<file path="config.mk">
export PLATFORM = sky130hd
export DESIGN_NAME = exec_stage_flat
export DESIGN_NICKNAME = d
export VERILOG_FILES = /design/src/rtl/exec_if.sv /design/src/rtl/exec_stage.sv /design/src/flat_wrapper.sv
export SDC_FILE = /design/constraint.sdc
export NUM_CORES = 1
export LEC_CHECK = 0
export ABC_AREA = 1
export BUFFER_PORTS_ARGS = -buffer_cell sky130_fd_sc_hd__buf_2
export CAP_MARGIN = 20
export CORE_MARGIN = 5
export CORE_UTILIZATION = 40
export CTS_BUF_LIST = sky130_fd_sc_hd__clkbuf_4 sky130_fd_sc_hd__clkbuf_8
export DETAILED_ROUTE_END_ITERATION = 8
export GPL_ROUTABILITY_DRIVEN = 0
export PLACE_DENSITY = 0.58
export SKIP_LAST_GASP = 1
export SYNTH_ARGS = -nofsm -noshare
export SYNTH_HDL_FRONTEND = slang
export SYNTH_SLANG_ARGS = --single-unit
</file>
<file path="constraint.sdc">
create_clock -name dpclk -period 4.4 [get_ports dpclk]
set_clock_uncertainty 0.2 [all_clocks]
set_input_delay 0.44 -clock dpclk [delete_from_list [all_inputs] [get_ports dpclk]]
set_output_delay 0.44 -clock dpclk [all_outputs]
set_load 0.02 [all_outputs]
</file>
<file path="src/rtl/exec_if.sv">
// ---------------------------------------------------------------------------
// exec_if
// Issue and writeback bundle between the issue logic, the exec_stage and
// the register file write port.
//
// Handshake: an issue transfers on a rising dpclk edge where issue_valid and
// issue_ready are both 1. Opcode, dest_sel, src_a and src_b are sampled on
// that edge only. When issue_ready is 0, issue_valid is ignored: nothing is
// queued and the issuer does not have to hold its inputs.
//
// Signals (master = issuer / register-file side, slave = exec_stage):
//   issue_valid  m->s  issue request this cycle
//   issue_ready  s->m  stage can accept an issue this cycle
//   opcode[3:0]  m->s  operation select
//   dest_sel[4:0] m->s destination register index
//   src_a, src_b m->s  operands (register file read ports 1 and 2)
//   wb_data      s->m  result, to register file data_in
//   wb_write     s->m  one-cycle write strobe, to register file write
//   wb_sel[4:0]  s->m  destination index, to register file write_sel
//   flag_zero    s->m  last written result was zero
//   flag_carry   s->m  carry/borrow of the last written ADD/SUB
//   illegal_op   s->m  one-cycle pulse after an unsupported opcode is accepted
//   busy         s->m  multiply in progress
// ---------------------------------------------------------------------------
interface exec_if #(
    parameter int data_size = 32
);
    logic                 issue_valid;
    logic                 issue_ready;
    logic [3:0]           opcode;
    logic [4:0]           dest_sel;
    logic [data_size-1:0] src_a;
    logic [data_size-1:0] src_b;
    logic [data_size-1:0] wb_data;
    logic                 wb_write;
    logic [4:0]           wb_sel;
    logic                 flag_zero;
    logic                 flag_carry;
    logic                 illegal_op;
    logic                 busy;

    modport master (
        output issue_valid, opcode, dest_sel, src_a, src_b,
        input  issue_ready, wb_data, wb_write, wb_sel,
               flag_zero, flag_carry, illegal_op, busy
    );

    modport slave (
        input  issue_valid, opcode, dest_sel, src_a, src_b,
        output issue_ready, wb_data, wb_write, wb_sel,
               flag_zero, flag_carry, illegal_op, busy
    );
endinterface

</file>
<file path="src/rtl/exec_stage.sv">
// ---------------------------------------------------------------------------
// exec_stage
// Execute/writeback stage sitting directly after the 32-entry register file.
// Single-cycle ALU ops (ADD, SUB, AND, OR, XOR, SLL, SRL, SRA, PASSB) write
// back one cycle after issue. MUL is an optional 32-step shift-add multiplier
// that writes back 33 cycles after issue.
//
// Build option:
//   EXEC_MUL_EN  defined   -> MUL state, counter and accumulator present,
//                             opcode 10 multiplies (low data_size bits).
//                undefined -> no MUL state, busy tied 0, opcode 10 is illegal.
//
// Ports:
//   dpclk      datapath clock, rising edge
//   rst        synchronous active-high reset
//   bus        exec_if.slave: issue handshake, operands, writeback, flags
//   state_dbg  current FSM state (0 = IDLE, 1 = MUL) for observation
// ---------------------------------------------------------------------------
module exec_stage #(
    parameter int data_size = 32
) (
    input  logic   dpclk,
    input  logic   rst,
    exec_if.slave  bus,
    output logic   state_dbg
);

    localparam logic [3:0] OP_NOP   = 4'd0;
    localparam logic [3:0] OP_ADD   = 4'd1;
    localparam logic [3:0] OP_SUB   = 4'd2;
    localparam logic [3:0] OP_AND   = 4'd3;
    localparam logic [3:0] OP_OR    = 4'd4;
    localparam logic [3:0] OP_XOR   = 4'd5;
    localparam logic [3:0] OP_SLL   = 4'd6;
    localparam logic [3:0] OP_SRL   = 4'd7;
    localparam logic [3:0] OP_SRA   = 4'd8;
    localparam logic [3:0] OP_PASSB = 4'd9;
    localparam logic [3:0] OP_MUL   = 4'd10;

    typedef enum logic [0:0] {
        ST_IDLE = 1'b0,
        ST_MUL  = 1'b1
    } state_t;

    state_t               state;
    logic [data_size-1:0] wb_data_r;
    logic                 wb_write_r;
    logic [4:0]           wb_sel_r;
    logic                 flag_zero_r;
    logic                 flag_carry_r;
    logic                 illegal_op_r;

    // Decode / single-cycle ALU (combinational on the issue inputs)
    logic [data_size:0]   add_ext;
    logic [data_size-1:0] alu_result;
    logic                 alu_carry;
    logic                 op_wb;
    logic                 op_illegal;
    logic                 op_mul;
    logic [4:0]           shamt;

    always_comb begin
        add_ext    = {1'b0, bus.src_a} + {1'b0, bus.src_b};
        shamt      = bus.src_b[4:0];
        alu_result = '0;
        alu_carry  = 1'b0;
        op_wb      = 1'b1;
        op_illegal = 1'b0;
        op_mul     = 1'b0;
        case (bus.opcode)
            OP_NOP:   op_wb = 1'b0;
            OP_ADD: begin
                alu_result = add_ext[data_size-1:0];
                alu_carry  = add_ext[data_size];
            end
            OP_SUB: begin
                alu_result = bus.src_a - bus.src_b;
                alu_carry  = (bus.src_a < bus.src_b);   // unsigned borrow
            end
            OP_AND:   alu_result = bus.src_a & bus.src_b;
            OP_OR:    alu_result = bus.src_a | bus.src_b;
            OP_XOR:   alu_result = bus.src_a ^ bus.src_b;
            OP_SLL:   alu_result = bus.src_a << shamt;
            OP_SRL:   alu_result = bus.src_a >> shamt;
            OP_SRA:   alu_result = $unsigned($signed(bus.src_a) >>> shamt);
            OP_PASSB: alu_result = bus.src_b;
`ifdef EXEC_MUL_EN
            OP_MUL: begin
                op_wb  = 1'b0;
                op_mul = 1'b1;
            end
`else
            OP_MUL: begin
                op_wb      = 1'b0;
                op_illegal = 1'b1;
            end
`endif
            default: begin
                op_wb      = 1'b0;
                op_illegal = 1'b1;
            end
        endcase
    end

`ifdef EXEC_MUL_EN
    logic [data_size-1:0] mul_mcand;
    logic [data_size-1:0] mul_mplier;
    logic [data_size-1:0] mul_acc;
    logic [data_size-1:0] mul_acc_next;
    logic [4:0]           mul_count;
    logic [4:0]           mul_dest;

    // One shift-add step; on the last step this value is the final product.
    always_comb begin
        mul_acc_next = mul_acc;
        if (mul_mplier[0]) begin
            mul_acc_next = mul_acc + mul_mcand;
        end
    end
`endif

    always_ff @(posedge dpclk) begin
        if (rst) begin
            state        <= ST_IDLE;
            wb_data_r    <= '0;
            wb_write_r   <= 1'b0;
            wb_sel_r     <= '0;
            flag_zero_r  <= 1'b0;
            flag_carry_r <= 1'b0;
            illegal_op_r <= 1'b0;
`ifdef EXEC_MUL_EN
            mul_mcand    <= '0;
            mul_mplier   <= '0;
            mul_acc      <= '0;
            mul_count    <= '0;
            mul_dest     <= '0;
`endif
        end else begin
            // Strobes are single-cycle by default.
            wb_write_r   <= 1'b0;
            illegal_op_r <= 1'b0;
            case (state)
                ST_IDLE: begin
                    if (bus.issue_valid) begin
                        if (op_wb) begin
                            wb_data_r    <= alu_result;
                            wb_sel_r     <= bus.dest_sel;
                            wb_write_r   <= 1'b1;
                            flag_zero_r  <= (alu_result == '0);
                            flag_carry_r <= alu_carry;
                        end
                        if (op_illegal) begin
                            illegal_op_r <= 1'b1;
                        end
`ifdef EXEC_MUL_EN
                        if (op_mul) begin
                            state      <= ST_MUL;
                            mul_mcand  <= bus.src_a;
                            mul_mplier <= bus.src_b;
                            mul_acc    <= '0;
                            mul_count  <= 5'd31;
                            mul_dest   <= bus.dest_sel;
                        end
`endif
                    end
                end
`ifdef EXEC_MUL_EN
                ST_MUL: begin
                    mul_acc    <= mul_acc_next;
                    mul_mcand  <= mul_mcand << 1;
                    mul_mplier <= mul_mplier >> 1;
                    if (mul_count == 5'd0) begin
                        state        <= ST_IDLE;
                        wb_data_r    <= mul_acc_next;
                        wb_sel_r     <= mul_dest;
                        wb_write_r   <= 1'b1;
                        flag_zero_r  <= (mul_acc_next == '0);
                        flag_carry_r <= 1'b0;
                    end else begin
                        mul_count <= mul_count - 5'd1;
                    end
                end
`endif
                default: state <= ST_IDLE;
            endcase
        end
    end

    // Unused in single-cycle-only builds.
    logic unused_mul_flag;
    assign unused_mul_flag = op_mul;

    assign bus.issue_ready = (state == ST_IDLE);
`ifdef EXEC_MUL_EN
    assign bus.busy        = (state == ST_MUL);
`else
    assign bus.busy        = 1'b0;
`endif
    assign bus.wb_data     = wb_data_r;
    assign bus.wb_write    = wb_write_r;
    assign bus.wb_sel      = wb_sel_r;
    assign bus.flag_zero   = flag_zero_r;
    assign bus.flag_carry  = flag_carry_r;
    assign bus.illegal_op  = illegal_op_r;
    assign state_dbg       = state;

endmodule

</file>
<file path="src/flat_wrapper.sv">
// flat-port wrapper written by rule: the top's interface ports become plain ports
module exec_stage_flat 
#(
    parameter int data_size = 32
)
  (dpclk, rst, state_dbg, bus_issue_valid, bus_opcode, bus_dest_sel, bus_src_a, bus_src_b, bus_issue_ready, bus_wb_data, bus_wb_write, bus_wb_sel, bus_flag_zero, bus_flag_carry, bus_illegal_op, bus_busy);
  exec_if #(.data_size(data_size)) bus_i ();
  input  logic dpclk;
  input  logic rst;
  output logic state_dbg;
  input wire logic [$bits(bus_i.issue_valid)-1:0] bus_issue_valid;
  input wire logic [$bits(bus_i.opcode)-1:0] bus_opcode;
  input wire logic [$bits(bus_i.dest_sel)-1:0] bus_dest_sel;
  input wire logic [$bits(bus_i.src_a)-1:0] bus_src_a;
  input wire logic [$bits(bus_i.src_b)-1:0] bus_src_b;
  output wire logic [$bits(bus_i.issue_ready)-1:0] bus_issue_ready;
  output wire logic [$bits(bus_i.wb_data)-1:0] bus_wb_data;
  output wire logic [$bits(bus_i.wb_write)-1:0] bus_wb_write;
  output wire logic [$bits(bus_i.wb_sel)-1:0] bus_wb_sel;
  output wire logic [$bits(bus_i.flag_zero)-1:0] bus_flag_zero;
  output wire logic [$bits(bus_i.flag_carry)-1:0] bus_flag_carry;
  output wire logic [$bits(bus_i.illegal_op)-1:0] bus_illegal_op;
  output wire logic [$bits(bus_i.busy)-1:0] bus_busy;
  assign bus_i.issue_valid = bus_issue_valid;
  assign bus_i.opcode = bus_opcode;
  assign bus_i.dest_sel = bus_dest_sel;
  assign bus_i.src_a = bus_src_a;
  assign bus_i.src_b = bus_src_b;
  assign bus_issue_ready = bus_i.issue_ready;
  assign bus_wb_data = bus_i.wb_data;
  assign bus_wb_write = bus_i.wb_write;
  assign bus_wb_sel = bus_i.wb_sel;
  assign bus_flag_zero = bus_i.flag_zero;
  assign bus_flag_carry = bus_i.flag_carry;
  assign bus_illegal_op = bus_i.illegal_op;
  assign bus_busy = bus_i.busy;
  exec_stage #(.data_size(data_size)) u_core (.dpclk(dpclk), .rst(rst), .bus(bus_i), .state_dbg(state_dbg));
endmodule
</file>
[Word level (Yosys, flattened, before mapping)]
Cells that the tools add are included.
Word-level totals
  flip-flop bits (word level): 41
  latch bits: 0
  bits in writable memories: 0
  memory bits (read-only): 0
  bits of input ports: 76
  output and inout port bits: 44
  word-level logic and storage cells: 36
  memories kept: 0
Operators by class
  add/subtract/negate cells: 2
  $mul: 0
  div/mod/pow operators: 0
  order comparisons: 1
  equality and inequality tests: 9
  shift-type cells: 3
  multiplexer cells: 5
  bitwise logic cells: 4
  reduce and logical (&&, ||, !) cells: 6
Operators by type and width (count)
  $pmux W32 S9: 1
  $add A32 B32 Y33: 1
  $and A32 B32 Y32: 1
  $logic_not A32 Y1: 1
  $lt A32 B32 Y1: 1
  $or A32 B32 Y32: 1
  $shl A32 B5 Y32: 1
  $shr A32 B5 Y32: 1
  $sshr A32 B5 Y32: 1
  $sub A32 B32 Y32: 1
  $xor A32 B32 Y32: 1
  $eq A4 B3 Y1 const B: 4
  $reduce_or A10 Y1: 1
  $reduce_or A9 Y1: 1
  $eq A4 B2 Y1 const B: 2
  $eq A4 B4 Y1 const B: 2
  $eq A4 B1 Y1 const B: 1
  $logic_not A4 Y1: 1
  $mux W1: 3
  $pmux W1 S2: 1
  $reduce_and A2 Y1: 1
  $reduce_or A2 Y1: 1
  $not A1 Y1: 1

[Longest topological paths before layout]
Gate-level depths: netlist (run 1).
  depth after elaboration: 4
  depth in mapped cells: 26

[Worst setup path before layout (run 1)]
Ideal clock, no wire load.
  kind: input-to-reg
  from: input bus_src_b[4]
  to: register u_core.flag_zero_r, in the netlist u_core.bus.flag_zero
  arrival: 2973 ps
  path slack: 1160 ps
  cell stages on the path: 23
  path through: buf_2 -> inv_1 -> buf_2 -> clkbuf_1 -> ha_1 -> buf_4 -> nor2_1 -> nand2_1 -> nor2_1 -> nand2_1 -> nand3_1 -> nand2_1 -> nand3_1 -> nand2_1 -> nand3_1 -> nand2_1 -> nor2_1 -> nand2_1 -> nor2_1 -> nand2_1 -> nor2_1 -> nand2_1 -> a21oi_2
On the way
  word-level cells in the longest chain between the ends: 3
  elaborated cells on any way between the ends: 10
  those cells by class: add/sub (2); shift (3); mux (1); bitwise (3); reduce/logical (1)
Ends and longest elaborated chain
  start, declared: line flat_wrapper.sv:15  | input wire logic [$bits(bus_i.src_b)-1:0] bus_src_b;
  $sub A32 B32 Y32, or another cell as far along: line exec_stage.sv:77  | alu_result = bus.src_a - bus.src_b;
  $pmux W32 S9 (*): line exec_stage.sv:70  | case (bus.opcode)
  $logic_not A32 Y1 (*): line exec_stage.sv:149  | flag_zero_r <= (alu_result == '0);
  end signal, assigned: line exec_stage.sv:149
  end, declared: line exec_stage.sv:49  | logic flag_zero_r;
Every way passes the cells marked *; elsewhere a longest branch is shown, timed or not.
A chain may end at the register's enable or synchronous reset.

[Final worst setup path (run 1)]
  from: input bus_src_b[2]
  to: register u_core.flag_zero_r, in the netlist u_core.bus.flag_zero
The elaborated chain is that of the path after synthesis.

==> impl_metrics.toml, run 1 <==
[die]
rows = 62
ios = 120
initial_core_util_pct = 40.6
fp.coreArea_um2 = 28900
die_w_um = 181
fp.dieArea_um2 = 32800
die_h_um = 181

[final_layout]
multi_input_area_um2 = 9270
fin_nets = 2489
drive_above_1_share_pct = 9.17
fin_cells = 2698
post-route-util_pct = 43.0
n_fill_cell = 3347
seqCellArea_um2 = 821
area_growth_syn_to_layout_pct = 5.94
design_area_um2 = 12400

[route]
totalWireLength_um = 53900
dr.pass1.iters = 9
drtIter0Drc = 2496
ant_nets = 0
drt_drc_violations_left = 4
wire_per_inst_um = 20.0
num_vias = 15900
viasPerCell = 5.88

[worst_hold_path]
hp-start = "bus_dest_sel[1]"
whs_path_depth = 3
hold-path-endpoint = "u_core.bus.wb_sel[1]$_SDFFE_PP0P_"
holdCritPathClass = "in -> reg"

[power_and_ir_drop]
vdd_drop_max_mv = 0.165
seq_power_share_pct = 19.6
p_int_w = 0.000921
powerDensity_nw_per_um2 = 171
switching_share_pct = 56.6
clockPowerShare_pct = 11.1
comb_power_share_pct = 69.3
total_leakage_power_nw = 6.87
switchingPower_w = 0.00120

[sta]
tightest_slew_ns = 0.876
layout_min_cycle_time_ns = 3.38
setup_viol = 0
period_share_pct = 76.9
drv_slew = 0
max_slew_margin_pct = 41.6
hold_ws_ns = 0.189
rsz0062_at_grt = "false"
finalSetupTns_ns = 0
max_freq_mhz = 296
finalHoldViolCount = 0

[setup_path]
end_kind = "flop"
worst_ep_required_time_ns = 4.43
critPathMaxFanout = 67
path_cells = "buf_2 -> buf_4 -> ha_1 -> nand2_1 -> nand2_1 -> nand2_1 -> nand3_2 -> nand2_1 -> nand2_1 -> nand2_1 -> nand3_1 -> nand3_1 -> a21oi_1 -> buf_4 -> nand3_1 -> nor2_1 -> nand3_1 -> nor2_1 -> nand2_1 -> a21oi_2"
slowest_delay_ns = 0.55
r2r-end = "u_core.bus.wb_data[10]$_SDFFE_PP0P_"
cpMaxStageDelayCell = "buf_4"
cp.buffers_inverters = 3
critPathLaunch = "bus_src_b[2]"
rr_startpoint = "u_core.bus.wb_data[10]$_SDFFE_PP0P_"
start_kind = "input port"
worst_path_most_repeated_cell = "nand2_1"
ff2ff_setup_slack_ns = 3.29
critPathKind = "in -> reg"
critical_path_arrival_ns = 3.42
ff2ff_path_depth = 4
crit_family = "simple AND/OR/NAND/NOR gates"

[clock_tree]
hold_buffers = 0
insertion_delay_ns = 0.29
h-tree-depth = 2
cts.repair.resized = 0
clock_path_buffers = 2
clkTransAtPathRegs_ns = 0.08
cts_tree = "yes"
cts_sinks = 41
clockRootBuffer = "clkbuf_8"
post_cts_buffers = 0
cts_buffers = 5

[logic_synthesis]
yosysTopAreaCellShare_pct = 22.8
syn_avg_cell_area_um2 = 5.15
synth_cell_types = 50
yosysSeqAreaShare_pct = 7.00
synthesis.instances = 2275
synthTopCellsByArea = "nand2_1 (23%), nand3_1 (17%), ha_1 (10%), nor2_1 (7.9%), inv_1 (7.8%)"
synth_most_common_cell = "nand2_1"
synth_edf_count = 0
synth_common_cells = "nand2_1 (711), nand3_1 (406), nor2_1 (247), inv_1 (244), a21oi_1 (104)"
synthFlopType = "dfxtp_1"
async_reset_ff_share_pct = 0
syn_area_um2 = 11700
synth-seq-cells = 41
yosys_warnings = 0
yosysTopAreaCell = "nand2_1"

[place]
hpwl_um = 44100
placed_cells = 2691
io_buffers = 116
placed_area_um2 = 12300

[global_route]
grt_max_degree = 68
grt_usage_pct = 31.1
grt_pass1_wl_um = 81900
grt-ovfl-total = 0
grt_pass1_vias = 14600
antenna_found_initial = 1

[run]
maxCapViolCount = 0

[run_status]
status = "finished with violations"
violations = "DRC"
## worst reg2reg max path, cell delays in order, from the launching register on
cell     delay, ns
dfxtp_1       0.34
nor2_1        0.05
nor2_1        0.18
o21ai_0       0.19
inv_1         0.09
## sequential cells by signal, summed over array words and instances, names as in the netlist
| name | cells |
|---|---|
| u_core.bus.flag_zero | 1 |
| u_core.bus.wb_sel | 5 |
| u_core.bus.wb_data | 32 |
| u_core.bus.wb_write | 1 |
| u_core.bus.illegal_op | 1 |
| u_core.bus.flag_carry | 1 |
## stage by stage
stage,total power [W],setup WS [ns]
floorplan,0.00140,1.16
global placement,0.00183,0.702
detailed placement,0.00184,0.801
CTS,0.00207,1.09
global route,0.00228,0.719
finish,0.00212,1.02
## worst max-delay path by stage
stage / endpoint / slack (ns) / cells after the start
2_1_floorplan: u_core.bus.flag_zero$_SDFFE_PP0P_ / 1.16 / 23
3_3_place_gp: u_core.bus.wb_data[10]$_SDFFE_PP0P_ / 0.70 / 13
3_5_place_dp: u_core.bus.wb_data[10]$_SDFFE_PP0P_ / 0.80 / 13
4_1_cts: u_core.bus.wb_data[10]$_SDFFE_PP0P_ / 1.09 / 13
5_1_grt: u_core.bus.flag_zero$_SDFFE_PP0P_ / 0.72 / 19
6_report: u_core.bus.flag_zero$_SDFFE_PP0P_ / 1.02 / 20
## cell families after synthesis
group,Yosys count,share of synthesized area (%)
other cells,2,0.0641
simple gates,1466,53.8
buf+inv,372,13.9
compound gates,292,14.3
fa+ha+maj,99,10.7
flops,41,7.00
xor+xnor,3,0.224
## routing by layer
| metal | up-vias | track usage [%] | wire (µm) |
|---|---|---|---|
| met1 | 7171 | 40.2 | 20700 |
| met2 | 1010 | 49.9 | 23600 |
| met3 | 196 | 6.39 | 6500 |
| li1 | 7484 | - | - |
| met5 | - | 0 | 0 |
| met4 | 0 | 14.3 | 3110 |
## layout by cell type (no fill, tap or decap), drive strengths merged, types with 3 or more instances in the layout
cell type  count
nor3          21
inv          259
buf          144
or2            3
o2111ai        5
nand2        728
xor2           3
dfxtp         41
o21ai        106
nand4         27
nor2         262
nor4           3
clkbuf         5
a21o           4
o211ai        25
o21bai         9
and3           3
o221ai         4
a221oi         3
and2           7
nand3        408
o22ai         21
nand3b         4
ha            97
a21oi        106
conb           3
## area by class of cell
cell class / instances / share of cell area, %
Clock buffer: 5 / 0.554
Tap cell: 384 / 3.87
Timing Repair Buffer: 144 / 6.37
Clock inverter: 1 / 0.0403
Inverter: 259 / 7.85
Multi-Input combinational cell: 1863 / 74.7
Sequential cell: 41 / 6.61
Antenna cell: 1 / 0.0202
## power groups by stage
stage / combinational (W) / clock, W / sequential [W]
after floorplan: 0.000938 / 0 / 0.000461
after global placement: 0.00140 / 0 / 0.000424
after detailed placement: 0.00141 / 0 / 0.000424
after CTS: 0.00142 / 0.000238 / 0.000416
after global routing: 0.00160 / 0.000260 / 0.000419
final: 0.00147 / 0.000236 / 0.000416
No activity file was read; power rests on OpenSTA's default activity.
==> inputs of run 2 (changes only) <==
--- a/config.mk
+++ b/config.mk
@@ -5,7 +5,7 @@
 export SDC_FILE = /design/constraint.sdc
 export NUM_CORES = 1
 export LEC_CHECK = 0
-export ABC_AREA = 1
+export ABC_AREA = 0
 export BUFFER_PORTS_ARGS = -buffer_cell sky130_fd_sc_hd__buf_2
 export CAP_MARGIN = 20
 export CORE_MARGIN = 5
==> constraint.sdc (replaced) <==
create_clock -name dpclk -period 3.5 [get_ports dpclk]
set_clock_uncertainty 0.2 [all_clocks]
set_input_delay 0.35 -clock dpclk [delete_from_list [all_inputs] [get_ports dpclk]]
set_output_delay 0.35 -clock dpclk [all_outputs]
set_load 0.02 [all_outputs]
==> run 2 against run 1 <==
  * The flow finishes with violations (setup timing)
  * Power increased by 75%
  * Clock power increased by 63%
  * Non-clock buffer count increased by 533
  * Largest power group unchanged
==> impl_metrics.toml, run 2 <==
[run_status]
violations = "setup timing"
status = "finished with violations"

[setup_path]
cp.buffers_inverters = 6
worst_ep_required_time_ns = 3.53
path_cells = "buf_12 -> buf_12 -> buf_12 -> buf_4 -> mux4_2 -> a21oi_1 -> nor3_1 -> o41a_1 -> a2111oi_4 -> nand4_1 -> nor4_2 -> buf_4 -> nand4_1 -> nor4_2 -> buf_4 -> nand4_1 -> o21ai_1"
critPathMaxFanout = 8
critical_path_arrival_ns = 3.91
end_kind = "flop"
slowest_delay_ns = 0.53
critPathKind = "in -> reg"
crit_family = "compound AO/OA/AOI/OAI gates"
start_kind = "input port"
rr_startpoint = "u_core.bus.wb_data[2]$_SDFFE_PP0P_"
cpMaxStageDelayCell = "mux4_2"
critPathLaunch = "bus_src_b[0]"

[logic_synthesis]
synthesis.instances = 1620
yosysTopAreaCell = "mux4_2"
async_reset_ff_share_pct = 0
synth_edf_count = 0
synthFlopType = "dfxtp_1"
synthTopCellsByArea = "mux4_2 (10%), ha_1 (10%), dfxtp_1 (6.9%), nor2_1 (5.0%), a21oi_1 (4.9%)"
synth-seq-cells = 41
synth_most_common_cell = "nor2_1"
synth_cell_types = 97
syn_avg_cell_area_um2 = 7.35
yosys_warnings = 0
yosysSeqAreaShare_pct = 6.90
synth_common_cells = "nor2_1 (158), nand2_1 (144), a21oi_1 (117), inv_1 (98), ha_1 (97)"
syn_area_um2 = 11900
yosysTopAreaCellShare_pct = 10.4

[worst_hold_path]
hp-start = "bus_dest_sel[4]"
holdCritPathClass = "in -> reg"

[die]
die_h_um = 182
rows = 63
initial_core_util_pct = 40.4
fp.dieArea_um2 = 33300
die_w_um = 182
fp.coreArea_um2 = 29500
ios = 120

[power_and_ir_drop]
clockPowerShare_pct = 10.4
switchingPower_w = 0.00168
p_int_w = 0.00203
switching_share_pct = 45.2
total_leakage_power_nw = 8.02
vdd_drop_max_mv = 0.130
powerDensity_nw_per_um2 = 210
seq_power_share_pct = 14.0
totalPowerFinal_w = 0.00371
comb_power_share_pct = 75.7

[global_route]
grt_usage_pct = 33.7
grt_pass1_vias = 15200
grt_max_degree = 57
antenna_found_initial = 0
grt-ovfl-total = 0
grt_pass1_wl_um = 88800

[clock_tree]
clock_path_buffers = 2
h-tree-depth = 2
cts_sinks = 41
hold_buffers = 0
insertion_delay_ns = 0.29
cts_tree = "yes"
cts_buffers = 5
clkTransAtPathRegs_ns = 0.08
clockRootBuffer = "clkbuf_8"

[run]
maxCapViolCount = 0

[final_layout]
fin_nets = 2330
drive_above_1_share_pct = 41.8
final_cell_mix = "buf_4 (540), nor2_1 (153), nand2_1 (143), a21oi_1 (110), buf_2 (107)"
final_common_cell = "buf_4"
post-route-util_pct = 59.7
design_area_um2 = 17600
largest_register_ffs = 32
area_growth_syn_to_layout_pct = 48.0
n_antenna_cell = 0

[route]
num_vias = 16400
totalWireLength_um = 60400
ant_nets = 0
drt_drc_violations_left = 0
m1WireLength_um = 23300
dr_wl_met2_um = 26200
drtIter0Drc = 2119
viasPerCell = 6.44
dr.pass1.iters = 7
top_layer = "met4"
wire_per_inst_um = 23.7
wl_met3_um = 6820

[sta]
max_slew_margin_pct = 26.6
layout_min_cycle_time_ns = 3.88
setup_ws_ns = -0.384
rsz0062_at_grt = "true"
hold_ws_ns = 0.0968
period_share_pct = 111
setup_viol = 4
tightest_slew_ns = 1.10
finalHoldViolCount = 0
max_freq_mhz = 257
drv_slew = 0

[place]
hpwl_um = 48600
post-place-ws_ns = -0.717
placed_area_um2 = 16600
io_buffers = 116
## run 2: changes by cell type after synthesis, sizes merged, moves of 61 or more
cell,delta
clkbuf,+68
nand2,-584
mux4,+61
nor2,-102
inv,-159
nand3,-360
## run 2: logic make-up (layout without fill, tap and decap cells)
group	count (synthesis)	after routing	synth area share [%]
adders and majority gates	99	99	10.5
DFF	41	41	6.90
xor gates and xnor gates	9	9	0.662
other	2	3	0.0631
AOI/OAI and AO/OA	521	521	30.8
buffers and inverters	250	785	9.21
and+or+nand+nor	555	555	22.7
muxes	143	143	19.1
## run 2: layout make-up
cell class                 count  area (µm²)
fill                        2735       11900
multi-input combinational   1330       10700
timing repair buffer         677        5120
sequential                    41         821
tap                          390         488
inverter                     100         408
clock buffer                   6        82.6
clock inverter                 2        37.5
## run 2: worst paths after layout
path / to / slack [ns] / cells after the start
hold reg to reg: u_core.bus.wb_sel[1]$_SDFFE_PP0P_ / 0.25 / 2
hold / removal: u_core.bus.wb_sel[4]$_SDFFE_PP0P_ / 0.1 / 3
setup reg to reg: u_core.bus.wb_data[2]$_SDFFE_PP0P_ / 2.57 / 2
setup / recovery: u_core.bus.flag_zero$_SDFFE_PP0P_ / -0.38 / 17
## run 2: power groups by stage
stage	clock network, W	logic, W	registers (W)
floorplan	0	0.00129	0.000572
finish	0.000384	0.00280	0.000518
CTS	0.000397	0.00257	0.000518
detailed placement	0	0.00252	0.000529
global placement	0	0.00249	0.000527
global route	0.000409	0.00295	0.000523
## run 2: repair_timing
action,4_1_cts,5_1_grt
cloned,0,1
setup buffers,3,25
gates resized for setup,36,115
hold endpoints to repair,0,0
endpoints found under the setup margin,9,11
pin swaps,10,55
## run 2: metrics by stage
step	std cells	TNS [ns]
floorplan	1621	-0.160
global placement	2511	-4.42
detailed placement	2511	-5.12
CTS	2521	-0.262
global route	2546	-1.20
finish	2546	-0.653
## run 2: metal layers
metal  vias up  global-route usage [%]
li1       7204                       -
met1      7696                    43.8
met2      1188                    53.0
met3       310                    7.18
met4         0                    16.2
met5         -                       0
## run 2: worst reg2reg max path: stages (launching register included)
cell and delay (ns):
dfxtp_1 0.35, nor2_1 0.05, a311oi_1 0.25
